### config.mk
export PLATFORM = sky130hd
export DESIGN_NAME = fusion_mac_pe_flat
export DESIGN_NICKNAME = d
export VERILOG_FILES = /design/src/rtl/fusion_mac_pe_if.sv /design/src/rtl/fusion_mac_pe.sv /design/src/flat_wrapper.sv
export SDC_FILE = /design/constraint.sdc
export NUM_CORES = 1
export LEC_CHECK = 0
export CAP_MARGIN = 20
export CORE_MARGIN = 2
export CORE_UTILIZATION = 50
export DETAILED_ROUTE_END_ITERATION = 7
export HOLD_SLACK_MARGIN = 0.12
export PLACE_DENSITY = 0.68
export RECOVER_POWER = 25
export SLEW_MARGIN = 15
export SYNTH_ARGS = -nofsm -noshare
export SYNTH_HDL_FRONTEND = slang
export SYNTH_SLANG_ARGS = --single-unit
export TNS_END_PERCENT = 20
### constraint.sdc
create_clock -name clk -period 7.96 [get_ports clk]
set_input_delay 0.796 -clock clk [delete_from_list [all_inputs] [get_ports clk]]
set_output_delay 0.796 -clock clk [all_outputs]
set_load 0.1 [all_outputs]
### src/rtl/fusion_mac_pe_if.sv
// Beat/result handshake bundle for the precision-fusible MAC PE.
// The master drives beats and result back-pressure; the slave is the PE.
interface fusion_mac_pe_if #(
  parameter int unsigned ACC_WIDTH = 22
);
  logic                        in_valid;
  logic                        in_ready;
  logic [7:0]                  in;
  logic [7:0]                  weight;
  logic                        s_in;
  logic                        s_weight;
  logic [1:0]                  mode;
  logic                        last;
  logic signed [ACC_WIDTH-1:0] psum_in;
  logic                        out_valid;
  logic                        out_ready;
  logic signed [ACC_WIDTH-1:0] psum_fwd;
  logic                        out_sat;

  modport master (
    output in_valid, in, weight, s_in, s_weight, mode, last, psum_in, out_ready,
    input  in_ready, out_valid, psum_fwd, out_sat
  );

  modport slave (
    input  in_valid, in, weight, s_in, s_weight, mode, last, psum_in, out_ready,
    output in_ready, out_valid, psum_fwd, out_sat
  );
endinterface

### src/rtl/fusion_mac_pe.sv
// Three-stage precision-fusible MAC PE: register beat, form lane-product sum, accumulate
// over a group and emit psum_in + group sum with saturation or wrap.
module fusion_mac_pe #(
  parameter int unsigned COL_WIDTH = 11,
  parameter int unsigned ACC_GUARD = 8,
  parameter bit          SATURATE  = 1'b1
) (
  input logic            clk,
  input logic            rst,
  fusion_mac_pe_if.slave bus
);
  localparam int unsigned ACC_WIDTH = 2 * COL_WIDTH;
  localparam int unsigned IntWidth  = ACC_WIDTH + ACC_GUARD;
  localparam int unsigned BeatW     = 18;

  logic advance;

  // Stage 1: captured beat
  logic                        s1_valid_q;
  logic [7:0]                  s1_in_q;
  logic [7:0]                  s1_weight_q;
  logic                        s1_s_in_q;
  logic                        s1_s_weight_q;
  logic [1:0]                  s1_mode_q;
  logic                        s1_last_q;
  logic signed [ACC_WIDTH-1:0] s1_psum_q;

  // Stage 2: beat sum
  logic                        s2_valid_q;
  logic signed [BeatW-1:0]     s2_beat_q;
  logic                        s2_last_q;
  logic signed [ACC_WIDTH-1:0] s2_psum_q;

  // Stage 3: accumulator and result
  logic signed [IntWidth-1:0]  acc_q;
  logic                        out_valid_q;
  logic signed [ACC_WIDTH-1:0] psum_fwd_q;
  logic                        out_sat_q;

  logic signed [BeatW-1:0]     beat_sum;
  logic signed [8:0]           a9, w9;
  logic signed [17:0]          p18;
  logic signed [4:0]           a5, w5;
  logic signed [9:0]           p10;
  logic signed [2:0]           a3, w3;
  logic signed [5:0]           p6;
  logic signed [IntWidth-1:0]  acc_sum;
  logic signed [IntWidth-1:0]  total;
  logic                        ovf;
  logic signed [ACC_WIDTH-1:0] result;

  // A pending result that is not taken freezes the whole pipe.
  assign advance       = ~(out_valid_q & ~bus.out_ready);
  assign bus.in_ready  = advance;
  assign bus.out_valid = out_valid_q;
  assign bus.psum_fwd  = psum_fwd_q;
  assign bus.out_sat   = out_sat_q;

  always_comb begin
    beat_sum = '0;
    a9 = '0; w9 = '0; p18 = '0;
    a5 = '0; w5 = '0; p10 = '0;
    a3 = '0; w3 = '0; p6 = '0;
    case (s1_mode_q)
      2'b00: begin
        a9       = {s1_s_in_q & s1_in_q[7], s1_in_q};
        w9       = {s1_s_weight_q & s1_weight_q[7], s1_weight_q};
        p18      = a9 * w9;
        beat_sum = p18;
      end
      2'b01: begin
        for (int i = 0; i < 2; i++) begin
          a5       = {s1_s_in_q & s1_in_q[4*i+3], s1_in_q[4*i+:4]};
          w5       = {s1_s_weight_q & s1_weight_q[4*i+3], s1_weight_q[4*i+:4]};
          p10      = a5 * w5;
          beat_sum = beat_sum + {{(BeatW-10){p10[9]}}, p10};
        end
      end
      2'b10: begin
        for (int i = 0; i < 4; i++) begin
          a3       = {s1_s_in_q & s1_in_q[2*i+1], s1_in_q[2*i+:2]};
          w3       = {s1_s_weight_q & s1_weight_q[2*i+1], s1_weight_q[2*i+:2]};
          p6       = a3 * w3;
          beat_sum = beat_sum + {{(BeatW-6){p6[5]}}, p6};
        end
      end
      default: beat_sum = '0;
    endcase
  end

  always_comb begin
    acc_sum = acc_q + {{(IntWidth-BeatW){s2_beat_q[BeatW-1]}}, s2_beat_q};
    total   = acc_sum + {{ACC_GUARD{s2_psum_q[ACC_WIDTH-1]}}, s2_psum_q};
    // Out of range when the bits above the result sign are not a pure sign extension.
    ovf     = total[IntWidth-1:ACC_WIDTH-1] != {(ACC_GUARD+1){total[IntWidth-1]}};
    result  = total[ACC_WIDTH-1:0];
    if (ovf && SATURATE) begin
      result = total[IntWidth-1] ? {1'b1, {(ACC_WIDTH-1){1'b0}}}
                                 : {1'b0, {(ACC_WIDTH-1){1'b1}}};
    end
  end

  always_ff @(posedge clk) begin
    if (rst) begin
      s1_valid_q    <= 1'b0;
      s1_in_q       <= '0;
      s1_weight_q   <= '0;
      s1_s_in_q     <= 1'b0;
      s1_s_weight_q <= 1'b0;
      s1_mode_q     <= '0;
      s1_last_q     <= 1'b0;
      s1_psum_q     <= '0;
    end else if (advance) begin
      s1_valid_q <= bus.in_valid;
      if (bus.in_valid) begin
        s1_in_q       <= bus.in;
        s1_weight_q   <= bus.weight;
        s1_s_in_q     <= bus.s_in;
        s1_s_weight_q <= bus.s_weight;
        s1_mode_q     <= bus.mode;
        s1_last_q     <= bus.last;
        s1_psum_q     <= bus.psum_in;
      end
    end
  end

  always_ff @(posedge clk) begin
    if (rst) begin
      s2_valid_q  <= 1'b0;
      s2_beat_q   <= '0;
      s2_last_q   <= 1'b0;
      s2_psum_q   <= '0;
      acc_q       <= '0;
      out_valid_q <= 1'b0;
      psum_fwd_q  <= '0;
      out_sat_q   <= 1'b0;
    end else if (advance) begin
      s2_valid_q <= s1_valid_q;
      if (s1_valid_q) begin
        s2_beat_q <= beat_sum;
        s2_last_q <= s1_last_q;
        s2_psum_q <= s1_psum_q;
      end
      out_valid_q <= s2_valid_q & s2_last_q;
      if (s2_valid_q) begin
        if (s2_last_q) begin
          acc_q      <= '0;
          psum_fwd_q <= result;
          out_sat_q  <= ovf;
        end else begin
          acc_q <= acc_sum;
        end
      end
    end
  end
endmodule

### src/flat_wrapper.sv
// flat-port wrapper written by rule: the top's interface ports become plain ports
module fusion_mac_pe_flat 
#(
  parameter int unsigned COL_WIDTH = 11,
  parameter int unsigned ACC_GUARD = 8,
  parameter bit          SATURATE  = 1'b1
)
  (clk, rst, bus_in_valid, bus_in, bus_weight, bus_s_in, bus_s_weight, bus_mode, bus_last, bus_psum_in, bus_out_ready, bus_in_ready, bus_out_valid, bus_psum_fwd, bus_out_sat);
  fusion_mac_pe_if #(.ACC_WIDTH(22)) bus_i ();
  input logic clk;
  input logic rst;
  input wire logic [$bits(bus_i.in_valid)-1:0] bus_in_valid;
  input wire logic [$bits(bus_i.in)-1:0] bus_in;
  input wire logic [$bits(bus_i.weight)-1:0] bus_weight;
  input wire logic [$bits(bus_i.s_in)-1:0] bus_s_in;
  input wire logic [$bits(bus_i.s_weight)-1:0] bus_s_weight;
  input wire logic [$bits(bus_i.mode)-1:0] bus_mode;
  input wire logic [$bits(bus_i.last)-1:0] bus_last;
  input wire logic [$bits(bus_i.psum_in)-1:0] bus_psum_in;
  input wire logic [$bits(bus_i.out_ready)-1:0] bus_out_ready;
  output wire logic [$bits(bus_i.in_ready)-1:0] bus_in_ready;
  output wire logic [$bits(bus_i.out_valid)-1:0] bus_out_valid;
  output wire logic [$bits(bus_i.psum_fwd)-1:0] bus_psum_fwd;
  output wire logic [$bits(bus_i.out_sat)-1:0] bus_out_sat;
  assign bus_i.in_valid = bus_in_valid;
  assign bus_i.in = bus_in;
  assign bus_i.weight = bus_weight;
  assign bus_i.s_in = bus_s_in;
  assign bus_i.s_weight = bus_s_weight;
  assign bus_i.mode = bus_mode;
  assign bus_i.last = bus_last;
  assign bus_i.psum_in = bus_psum_in;
  assign bus_i.out_ready = bus_out_ready;
  assign bus_in_ready = bus_i.in_ready;
  assign bus_out_valid = bus_i.out_valid;
  assign bus_psum_fwd = bus_i.psum_fwd;
  assign bus_out_sat = bus_i.out_sat;
  fusion_mac_pe #(.COL_WIDTH(COL_WIDTH), .ACC_GUARD(ACC_GUARD), .SATURATE(SATURATE)) u_core (.clk(clk), .rst(rst), .bus(bus_i));
endmodule
==> flow_metrics.env <==
export IMPL_finalSetupViolations=0
export IMPL_rrSetupSlack_ns=0.77
export IMPL_grt_first_pass_wirelength_mm=62.7
export IMPL_rsz0062_at_grt="no"
export IMPL_yosys_most_used_dff="dfxtp_1"
export IMPL_fin_skew_ns=0.0200
export IMPL_rows=62
export IMPL_syn_area_sq_um=14500
export IMPL_ant_nets=0
export IMPL_cts_root_buffer="clkbuf_16"
export IMPL_r2r_start="u_core.s1_weight_q[3]$_SDFFE_PP0P_"
export IMPL_place_worst_setup_slack_ns=0.998
export IMPL_clock_latency_ns=0.45
export IMPL_arrival_ns=7.36
export IMPL_grt_pass1_vias=12004
export IMPL_worst_pin_slew_ns=4.25
export IMPL_cp_start_kind="flip-flop"
export IMPL_cts_tree="built"
export IMPL_port_buffers=71
export IMPL_whs_ns=0.456
export IMPL_fin_setup_tns_ns=0
export IMPL_failed_checks="capacitance limit, slew limit"
export IMPL_syn_inst=1724
export IMPL_irDropWorstVdd_v=0.000126
export IMPL_critPathKind="reg -> reg"
export IMPL_hold_viol=0
export IMPL_cts_clk_slew_worst_paths_ns=0.08
export IMPL_min_period_ns=7.19
export IMPL_final_common_cell="inv_1"
export IMPL_start_util_pct=50.6
export IMPL_drtIter0Drc=680
export IMPL_drive_above_1_share_pct=3.79
export IMPL_crit_fanout=12
export IMPL_globalRouteTotalUtil_pct=26.1
export IMPL_synth_seq_cells=140
export IMPL_max_slew_margin_pct=-184
export IMPL_max_freq_mhz=139
export IMPL_antenna_found_initial=0
export IMPL_critPathBufInv=5
export IMPL_postSynthAreaPerCell_sq_um=8.41
export IMPL_period_share_pct=90.3
export IMPL_placeableCoreArea_sq_um=28600
export IMPL_clock_path_buffers=2
export IMPL_required_ns=8.13
export IMPL_hold_class="reg -> reg"
export IMPL_cts_buffers=17
export IMPL_critPathCapture="u_core.s2_beat_q[9]$_SDFFE_PP0P_"
export IMPL_cts_setup_buffers=0
export IMPL_viasPerCell=5.51
export IMPL_final_cell_area_sq_um=16100
export IMPL_grt_overflow_total=0
export IMPL_nets=2108
export IMPL_die_w_um=174
export IMPL_synth_cell_type_count=70
export IMPL_dpl_instance_area_sq_um=15500
export IMPL_gr_max_usage_layer="met2"
export IMPL_syn_to_final_growth_pct=11.0
export IMPL_drc=0
export IMPL_wl_per_cell_um=18.0
export IMPL_cp_num_cells=27
export IMPL_crit_path_start="u_core.s1_weight_q[3]$_SDFFE_PP0P_"
export IMPL_post_cts_resized=0
export IMPL_num_vias=11852
export IMPL_met3_usage_pct=2.95
export IMPL_end_kind="flip-flop"
export IMPL_p_per_area_nw_per_um2=122
export IMPL_grt_util_met2_pct=46.2
export IMPL_yosysSeqAreaShare_pct=19.3
export IMPL_crit_family="adder cells"
export IMPL_ys_async_sr_fraction_pct=0
export IMPL_drt_first_pass_iters=5
export IMPL_fin_ws_ns=0.769
export IMPL_dp_hpwl_mm=31.0
export IMPL_finalMaxSlewViolations=139
export IMPL_die_area_sq_um=30400
export IMPL_diodes=0
export IMPL_slowest_stage="fa_1"
export IMPL_synth_edf_count=0
export IMPL_crit_path_frequent_cell="fa_1"
export IMPL_grtUsageMet1_pct=33.6
export IMPL_cap_violations=2
export IMPL_outcome="complete, but fails checks"
export IMPL_clock_sinks=140
export IMPL_reg2regPathDepth=27
export IMPL_gp_congestion=0.924
export IMPL_synth_nets=2078
export IMPL_die_y_um=174
export IMPL_routed_wl_mm=38.8
export IMPL_r2r_end="u_core.s2_beat_q[9]$_SDFFE_PP0P_"
export IMPL_ys_warn_count=0
export IMPL_ctsHoldBuffers=0
export IMPL_grt_max_degree=95
export IMPL_layout_common_cells="inv_1 (222), nand2_1 (221), ha_1 (154)"
export IMPL_htreeDepth=4
export IMPL_slowest_delay_ns=0.64
export IMPL_p_leak_nw=7.68
export IMPL_io_pins=72
-- cells in the mapped netlist, drive strengths merged, types with 17 or more instances --
| cell type | count | area (sq um) |
|---|---|---|
| a211oi | 33 | 248 |
| a21o | 30 | 225 |
| a21oi | 152 | 776 |
| a22oi | 22 | 165 |
| and2 | 44 | 275 |
| and3 | 17 | 106 |
| clkbuf | 67 | 251 |
| dfxtp | 140 | 2800 |
| fa | 153 | 3060 |
| ha | 154 | 1930 |
| inv | 222 | 833 |
| nand2 | 221 | 830 |
| nand3 | 23 | 115 |
| nor2 | 113 | 424 |
| nor3 | 19 | 95.1 |
| o21ai | 60 | 304 |
| xnor2 | 62 | 543 |
| xor2 | 30 | 263 |
-- per-stage QoR --
step	total power, mW	std cells	util, %
5_1_grt	2.06	2151	56.2
6_report	1.97	2151	56.2
3_5_place_dp	1.15	2119	54.1
4_1_cts	1.98	2151	56.3
2_1_floorplan	1.03	1724	-
3_3_place_gp	1.15	2119	54.1
-- worst min path at each step --
stage	slack (ns)	start	to	cells past startpoint
after floorplan	0.43	u_core.s1_psum_q[0]$_SDFFE_PP0P_	u_core.s2_psum_q[0]$_SDFFE_PP0P_	2
after global placement	0.44	u_core.s1_psum_q[7]$_SDFFE_PP0P_	u_core.s2_psum_q[7]$_SDFFE_PP0P_	2
after detailed placement	0.45	u_core.s1_psum_q[9]$_SDFFE_PP0P_	u_core.s2_psum_q[9]$_SDFFE_PP0P_	2
after CTS	0.46	u_core.s1_last_q$_SDFFE_PP0P_	u_core.s2_last_q$_SDFFE_PP0P_	2
after global routing	0.48	u_core.s1_psum_q[2]$_SDFFE_PP0P_	u_core.s2_psum_q[2]$_SDFFE_PP0P_	2
final	0.46	u_core.s1_last_q$_SDFFE_PP0P_	u_core.s2_last_q$_SDFFE_PP0P_	2
-- sequential cells by signal (all words and copies together), names as in the netlist --
name                  cells
u_core.s1_mode_q          2
u_core.s1_last_q          1
u_core.s1_weight_q        8
u_core.bus.out_sat        1
u_core.s1_in_q            8
u_core.acc_q             30
u_core.s2_beat_q         18
u_core.bus.psum_fwd      22
u_core.bus.out_valid      1
u_core.s1_psum_q         22
u_core.s1_s_in_q          1
u_core.s2_psum_q         22
u_core.s2_last_q          1
u_core.s1_s_weight_q      1
u_core.s2_valid_q         1
u_core.s1_valid_q         1
-- layer usage --
layer  part of all wire (%)  routed length, um
met5                      0                  0
met4                    2.5                956
met3                    3.5               1360
met1                     45              17400
met2                     49              19100
-- final cells by class --
| class | count | area, sq um |
|---|---|---|
| clock buffer | 17 | 425 |
| multi-input combinational | 1290 | 10600 |
| tap | 384 | 480 |
| timing repair buffer | 83 | 791 |
| clock inverter | 15 | 184 |
| inverter | 222 | 833 |
| fill | 2653 | 12500 |
| sequential | 140 | 2800 |
-- worst min-delay path: stages (launching register included) --
cell     delay (ns)
dfxtp_1        0.31
nand2_1        0.06
a21oi_1        0.05
-- report_power, final --
group,internal [mW],switching (mW),leakage (nW)
combinational,0.157,0.228,6.24
sequential,0.725,0.0329,1.14
clock,0.428,0.399,0.297
total,1.31,0.660,7.68
-- kinds of logic (layout without fill, tap and decap cells) --
| family | count (synthesis) | count (layout) | synth area share, % |
|---|---|---|---|
| compound gates | 381 | 381 | 16.5 |
| simple gates | 504 | 504 | 16.0 |
| buf+inv | 294 | 337 | 7.73 |
| xor+xnor | 92 | 92 | 5.56 |
| mux | 6 | 6 | 0.414 |
| flops | 140 | 140 | 19.3 |
| fa+ha+maj | 307 | 307 | 34.4 |
(Power assumes the default switching activity.)
